`config.mk`:
```
export PLATFORM = sky130hd
export DESIGN_NAME = muldiv_hilo
export DESIGN_NICKNAME = d
export VERILOG_FILES = /design/src/rtl/muldiv_pkg.sv /design/src/rtl/muldiv_step.sv /design/src/rtl/muldiv_hilo.sv
export SDC_FILE = /design/constraint.sdc
export NUM_CORES = 1
export LEC_CHECK = 0
export ABC_AREA = 1
export BUFFER_PORTS_ARGS = -buffer_cell sky130_fd_sc_hd__buf_4
export CAP_MARGIN = 10
export CORE_ASPECT_RATIO = 1.2
export CORE_UTILIZATION = 40
export DETAILED_ROUTE_END_ITERATION = 12
export SKIP_CTS_REPAIR_TIMING = 1
export SLEW_MARGIN = 10
export SYNTH_ARGS = -nofsm -noshare
export SYNTH_HDL_FRONTEND = slang
export SYNTH_SLANG_ARGS = --single-unit
export TNS_END_PERCENT = 100
```
`constraint.sdc`:
```
create_clock -name clk -period 2.6 [get_ports clk]
set_input_delay 0.39 -clock clk [delete_from_list [all_inputs] [get_ports clk]]
set_output_delay 0.39 -clock clk [all_outputs]
set_load 0.02 [all_outputs]
```
`src/rtl/muldiv_pkg.sv`:
```
// Shared definitions for the iterative multiply/divide unit: op encodings,
// FSM state encoding and small helpers.
package muldiv_pkg;

  localparam logic [2:0] OP_MULT  = 3'd0;
  localparam logic [2:0] OP_MULTU = 3'd1;
  localparam logic [2:0] OP_DIV   = 3'd2;
  localparam logic [2:0] OP_DIVU  = 3'd3;
  localparam logic [2:0] OP_MTHI  = 3'd4;
  localparam logic [2:0] OP_MTLO  = 3'd5;

  typedef enum logic [1:0] {
    ST_IDLE = 2'd0,
    ST_RUN  = 2'd1,
    ST_FIX  = 2'd2
  } state_t;

  function automatic int cnt_width(input int w);
    return $clog2(w);
  endfunction

  // MULT/MULTU/DIV/DIVU occupy encodings 0..3; bit 0 marks the unsigned form.
  function automatic logic is_muldiv(input logic [2:0] op);
    return (op[2] == 1'b0);
  endfunction

endpackage

```
`src/rtl/muldiv_step.sv`:
```
// One radix-2 iteration: shift-add for multiply, subtract-restore for divide.
// acc holds {partial product, multiplier} or {remainder, dividend/quotient}.
module muldiv_step #(
  parameter int WIDTH = 32
) (
  input  logic               is_div,
  input  logic [2*WIDTH-1:0] acc,
  input  logic [WIDTH-1:0]   operand,
  output logic [2*WIDTH-1:0] acc_next
);

  logic [WIDTH:0] sum;
  logic [WIDTH:0] trial;
  logic [WIDTH:0] diff;

  // Both candidate iterations are formed; is_div picks one.
  always_comb begin
    sum   = {1'b0, acc[2*WIDTH-1:WIDTH]}
          + (acc[0] ? {1'b0, operand} : {(WIDTH+1){1'b0}});
    trial = {acc[2*WIDTH-1:WIDTH], acc[WIDTH-1]};
    diff  = trial - {1'b0, operand};
    if (is_div) begin
      if (diff[WIDTH] == 1'b0) begin
        acc_next = {diff[WIDTH-1:0], acc[WIDTH-2:0], 1'b1};
      end else begin
        acc_next = {trial[WIDTH-1:0], acc[WIDTH-2:0], 1'b0};
      end
    end else begin
      acc_next = {sum, acc[WIDTH-1:1]};
    end
  end

endmodule

```
`src/rtl/muldiv_hilo.sv`:
```
// Iterative MULT/DIV unit with architectural HI/LO registers, MTHI/MTLO
// writes and a combinational MFHI/MFLO read port.
module muldiv_hilo
  import muldiv_pkg::*;
#(
  parameter int WIDTH = 32
) (
  input  logic             clk,
  input  logic             rst_n,
  input  logic             start_i,
  input  logic [2:0]       op_i,
  input  logic [WIDTH-1:0] a_i,
  input  logic [WIDTH-1:0] b_i,
  input  logic             flush_i,
  input  logic             rd_hi_i,
  output logic [WIDTH-1:0] rd_data_o,
  output logic [WIDTH-1:0] hi_o,
  output logic [WIDTH-1:0] lo_o,
  output logic             busy_o,
  output logic             done_o
);

  localparam int CW = cnt_width(WIDTH);

  state_t             state, state_next;
  logic [CW-1:0]      cnt;
  logic [2*WIDTH-1:0] acc, acc_step, prod;
  logic [WIDTH-1:0]   opnd, a_orig, hi, lo, res_hi, res_lo, a_mag, b_mag, quo, rem;
  logic               is_div, neg_res, neg_rem, div_zero, done;
  logic               op_signed, accept, mt_hi, mt_lo, wr_result;

  assign op_signed = ~op_i[0];
  assign a_mag     = (op_signed && a_i[WIDTH-1]) ? (~a_i + 1'b1) : a_i;
  assign b_mag     = (op_signed && b_i[WIDTH-1]) ? (~b_i + 1'b1) : b_i;
  assign accept    = (state == ST_IDLE) && start_i && !flush_i && is_muldiv(op_i);
  assign mt_hi     = (state == ST_IDLE) && start_i && !flush_i && (op_i == OP_MTHI);
  assign mt_lo     = (state == ST_IDLE) && start_i && !flush_i && (op_i == OP_MTLO);

  muldiv_step #(.WIDTH(WIDTH)) u_step (
    .is_div   (is_div),
    .acc      (acc),
    .operand  (opnd),
    .acc_next (acc_step)
  );

  // FSM state register
  always_ff @(posedge clk or negedge rst_n) begin
    if (!rst_n) begin
      state <= ST_IDLE;
    end else begin
      state <= state_next;
    end
  end

  // FSM next-state logic
  always_comb begin
    state_next = state;
    case (state)
      ST_IDLE: state_next = accept ? ST_RUN : ST_IDLE;
      ST_RUN: begin
        if (flush_i) begin
          state_next = ST_IDLE;
        end else if (cnt == CW'(WIDTH - 1)) begin
          state_next = ST_FIX;
        end else begin
          state_next = ST_RUN;
        end
      end
      ST_FIX:  state_next = ST_IDLE;
      default: state_next = ST_IDLE;
    endcase
  end

  // FSM outputs
  always_comb begin
    busy_o    = (state != ST_IDLE);
    wr_result = (state == ST_FIX) && !flush_i;
  end

  // Sign correction and divide-by-zero override applied in FIX
  always_comb begin
    prod = neg_res ? (~acc + 1'b1) : acc;
    quo  = acc[WIDTH-1:0];
    rem  = acc[2*WIDTH-1:WIDTH];
    if (!is_div) begin
      res_hi = prod[2*WIDTH-1:WIDTH];
      res_lo = prod[WIDTH-1:0];
    end else if (div_zero) begin
      res_hi = a_orig;
      res_lo = {WIDTH{1'b1}};
    end else begin
      res_hi = neg_rem ? (~rem + 1'b1) : rem;
      res_lo = neg_res ? (~quo + 1'b1) : quo;
    end
  end

  // Iteration datapath: operand latch, accumulator and counter
  always_ff @(posedge clk or negedge rst_n) begin
    if (!rst_n) begin
      cnt      <= '0;
      acc      <= '0;
      opnd     <= '0;
      a_orig   <= '0;
      is_div   <= 1'b0;
      neg_res  <= 1'b0;
      neg_rem  <= 1'b0;
      div_zero <= 1'b0;
    end else if (accept) begin
      cnt      <= '0;
      acc      <= {{WIDTH{1'b0}}, a_mag};
      opnd     <= b_mag;
      a_orig   <= a_i;
      is_div   <= op_i[1];
      neg_res  <= op_signed && (a_i[WIDTH-1] ^ b_i[WIDTH-1]);
      neg_rem  <= op_signed && a_i[WIDTH-1];
      div_zero <= (b_i == {WIDTH{1'b0}});
    end else if (state == ST_RUN) begin
      cnt <= cnt + {{(CW-1){1'b0}}, 1'b1};
      acc <= acc_step;
    end else begin
      cnt <= cnt;
      acc <= acc;
    end
  end

  // Architectural HI/LO and completion pulse
  always_ff @(posedge clk or negedge rst_n) begin
    if (!rst_n) begin
      hi   <= '0;
      lo   <= '0;
      done <= 1'b0;
    end else begin
      done <= wr_result;
      if (wr_result) begin
        hi <= res_hi;
        lo <= res_lo;
      end else if (mt_hi) begin
        hi <= a_i;
      end else if (mt_lo) begin
        lo <= a_i;
      end else begin
        hi <= hi;
        lo <= lo;
      end
    end
  end

  assign hi_o      = hi;
  assign lo_o      = lo;
  assign done_o    = done;
  assign rd_data_o = rd_hi_i ? hi : lo;

endmodule
```
==> flow_summary.ini <==
[outcome]
status = complete, no violations

[route]
ant_nets = 0
wl_met3_um = 5660
viasPerCell = 5.49
dr.first_iter.drc_count = 2016
drc_errors = 0
routed.top_layer = met5
routedWlPerCell_um = 22.2
vias = 24600
dr.pass1.iters = 6
route.met2.wl_um = 47600
wl_met1_um = 35300
drt_wl_total_um = 99800

[finish]
n_fill_cell = 5367
final_cells = 4490
nNetsFinal = 3979
seq_area_um2 = 5130
layout-drive-gt1-share_pct = 16.2
syn_to_final_growth_pct = 24.8
final_common_cell = nand2_1
final_cell_mix = 1,164 x nand2_1, 543 x inv_1, 405 x buf_4
multi_input_area_um2 = 13000
antenna_cells = 0

[clock_tree]
cts.reportedPaths.clkPinSlew_ns = 0.06
clock_sinks = 204
clockBufferDepth = 3
cts_tree = done
cts_max_level = 1
cts-buffers-inserted = 26
root_buffer = clkbuf_16
clkLatencyLatePin_ns = 0.59

[timing]
finClkSkew_ns = 0.0381
max-slew-margin-rel_pct = 46.0
fin_setup_tns_ns = 0
maxSlewViolCount = 0
timing.hold.ws_ns = 0.0221
tightest_slew_ns = 0.809
setup_viol = 0
hold_viol_final = 0
max_freq_mhz = 394
rsz0062_at_grt = true
period_share_pct = 97.6
fin_crit_ns = 2.54

[critical_path]
critical_path_class = flip-flop to flip-flop
cp_slowest_cell = dfrtp_1
worst_path_largest_cell_delay_ns = 0.55
cp.arrival_ns = 3.01
crit_path_start_kind = flip-flop
cp-end-kind = flip-flop
cp_top_family = simple AND/OR/NAND/NOR gates
critPathBufInv = 2
cp.required_ns = 3.07
critPathMaxFanout = 5
cp_cell_sequence = ha_2 > nand2_2 > inv_1 > nand2_1 > nand2_1 > nand2_1 > nand2_1 > a21oi_2 > nand2_2 > nand2_2 > nand2_4 > buf_4 > nand2_1 > nand3_1 > nand2_1 > nand2_1
cpMostUsedCell = nand2_1

[global_routing]
grt_pass1_vias = 23300
grt_max_degree = 72
track_usage_pct = 38.0
overflow = 0
antenna_found_initial = 1
grt_pass1_wl_um = 145000

[synth]
synth-edff-count = 0
synth-seq-cells = 204
syn-instance-count = 3511
ys.flop_type = dfrtp_1
yosys_warnings = 0
ys_seq_area_share_pct = 25.3
netlist_area_um2 = 20200
synth_nets = 3655
syn_avg_cell_area_um2 = 5.76
yosysUniqueCellTypes = 52
synth_top_area_cell = dfrtp_1
synth_top_area_share_pct = 25.3
ys_top_cells_by_area = dfrtp_1 25%, nand2_1 22%, inv_1 10%, nand3_1 6.4%, nor2_1 6.3%
ys_async_sr_fraction_pct = 100

[power]
p_leak_nw = 13.5
vdd_drop_max_mv = 0.650
power_density_nw_per_um2 = 1100
power_mw = 27.8

[floorplanning]
dieArea_um2 = 51400
dieHeight_um = 248
fp.dieW_um = 207
ios = 170
rows = 89
start_util_pct = 40.8
coreArea_um2 = 49600

[placed_design]
dp_cells = 4430
hpwl_um = 80600
port_buffers = 169
gp_congestion = 1.02

[flow_run]
maxCapViolations = 0

[hold_path]
hp-class = input port to flip-flop
[metal layers]
layer / global-route usage, % / vias up
li1: - / 11800
met1: 39.5 / 11300
met2: 66.3 / 1106
met3: 4.69 / 427
met4: 38.5 / 2
met5: 0 / -
[worst paths after layout]
path                             end  startpoint  slack (ns)  depth (start not counted)
setup / recovery             acc[49]     acc[49]        0.06                         16
hold / removal              state[0]     flush_i        0.02                          2
setup reg to reg             acc[49]     acc[49]        0.06                         16
hold reg to reg            a_orig[7]   a_orig[7]        0.47                          2
max in group asynchronous    acc[40]       rst_n        1.39                          3
min in group asynchronous    lo_o[1]       rst_n        0.35                          2
[synthesized netlist by cell type, types with 9 or more instances]
master,count
o21ai_1,16
xnor2_1,19
o21ai_0,242
buf_1,22
buf_2,17
nand2_2,10
nand2_1,1187
o211ai_1,19
and2_1,10
nor2_2,10
nor2_1,338
inv_1,545
nand3_1,260
o22ai_1,36
clkbuf_1,82
nor3_1,33
xor2_1,38
o31ai_1,10
ha_1,70
nand4_1,39
a31oi_1,28
o21bai_1,13
nand3b_1,9
a21oi_1,186
dfrtp_1,204
[cells by family (layout without fill, tap and decap cells)]
logic type      Yosys count  in the layout  share of synthesized area, %
buf+inv                 681           1022                          13.0
flops                   204            204                          25.3
xor+xnor                 57             57                          2.47
fa+ha+maj                72             72                          4.53
simple gates           1924           1925                          39.3
compound gates          573            573                          15.5
[layout make-up]
cell class              instances  share of cell area [%]
clock buffers                  35                    2.84
clock inverters                11                   0.486
inverters                     552                    8.22
multi-input cells            2627                    51.5
flip-flops and latches        204                    20.3
well taps                     637                    3.16
repair buffers                424                    13.5
[flip-flops by register name, indices dropped and copies added (netlist names), 2 cells and up]
| signal | count |
|---|---|
| opnd | 32 |
| lo_o | 32 |
| hi_o | 32 |
| a_orig | 32 |
| cnt | 5 |
| acc | 64 |
| state | 2 |
[through the flow]
step / setup slack (ns) / utilization, % / instance area, µm²
floorplan: 0.301 / - / 20200
global placement: -0.165 / 47.9 / 23800
detailed placement: -0.152 / 47.9 / 23800
CTS: -0.170 / 49.6 / 24600
global route: -0.147 / 50.9 / 25200
finish: 0.0631 / 50.9 / 25200
[where the power goes]
group	switching [mW]	internal, mW	leakage (nW)
sequential	1.28	4.12	2.45
combinational	11.8	6.84	10.7
clock	1.57	2.13	0.398
[worst reg2reg max path, stage by stage (launching register included)]
cell	delay [ns]
dfrtp_1	0.55
ha_2	0.39
nand2_2	0.11
inv_1	0.05
nand2_1	0.05
nand2_1	0.06
nand2_1	0.06
nand2_1	0.07
a21oi_2	0.24
nand2_2	0.11
nand2_2	0.11
nand2_4	0.10
buf_4	0.14
nand2_1	0.05
nand3_1	0.14
nand2_1	0.14
nand2_1	0.05
No activity file was read; power rests on OpenSTA's default activity.
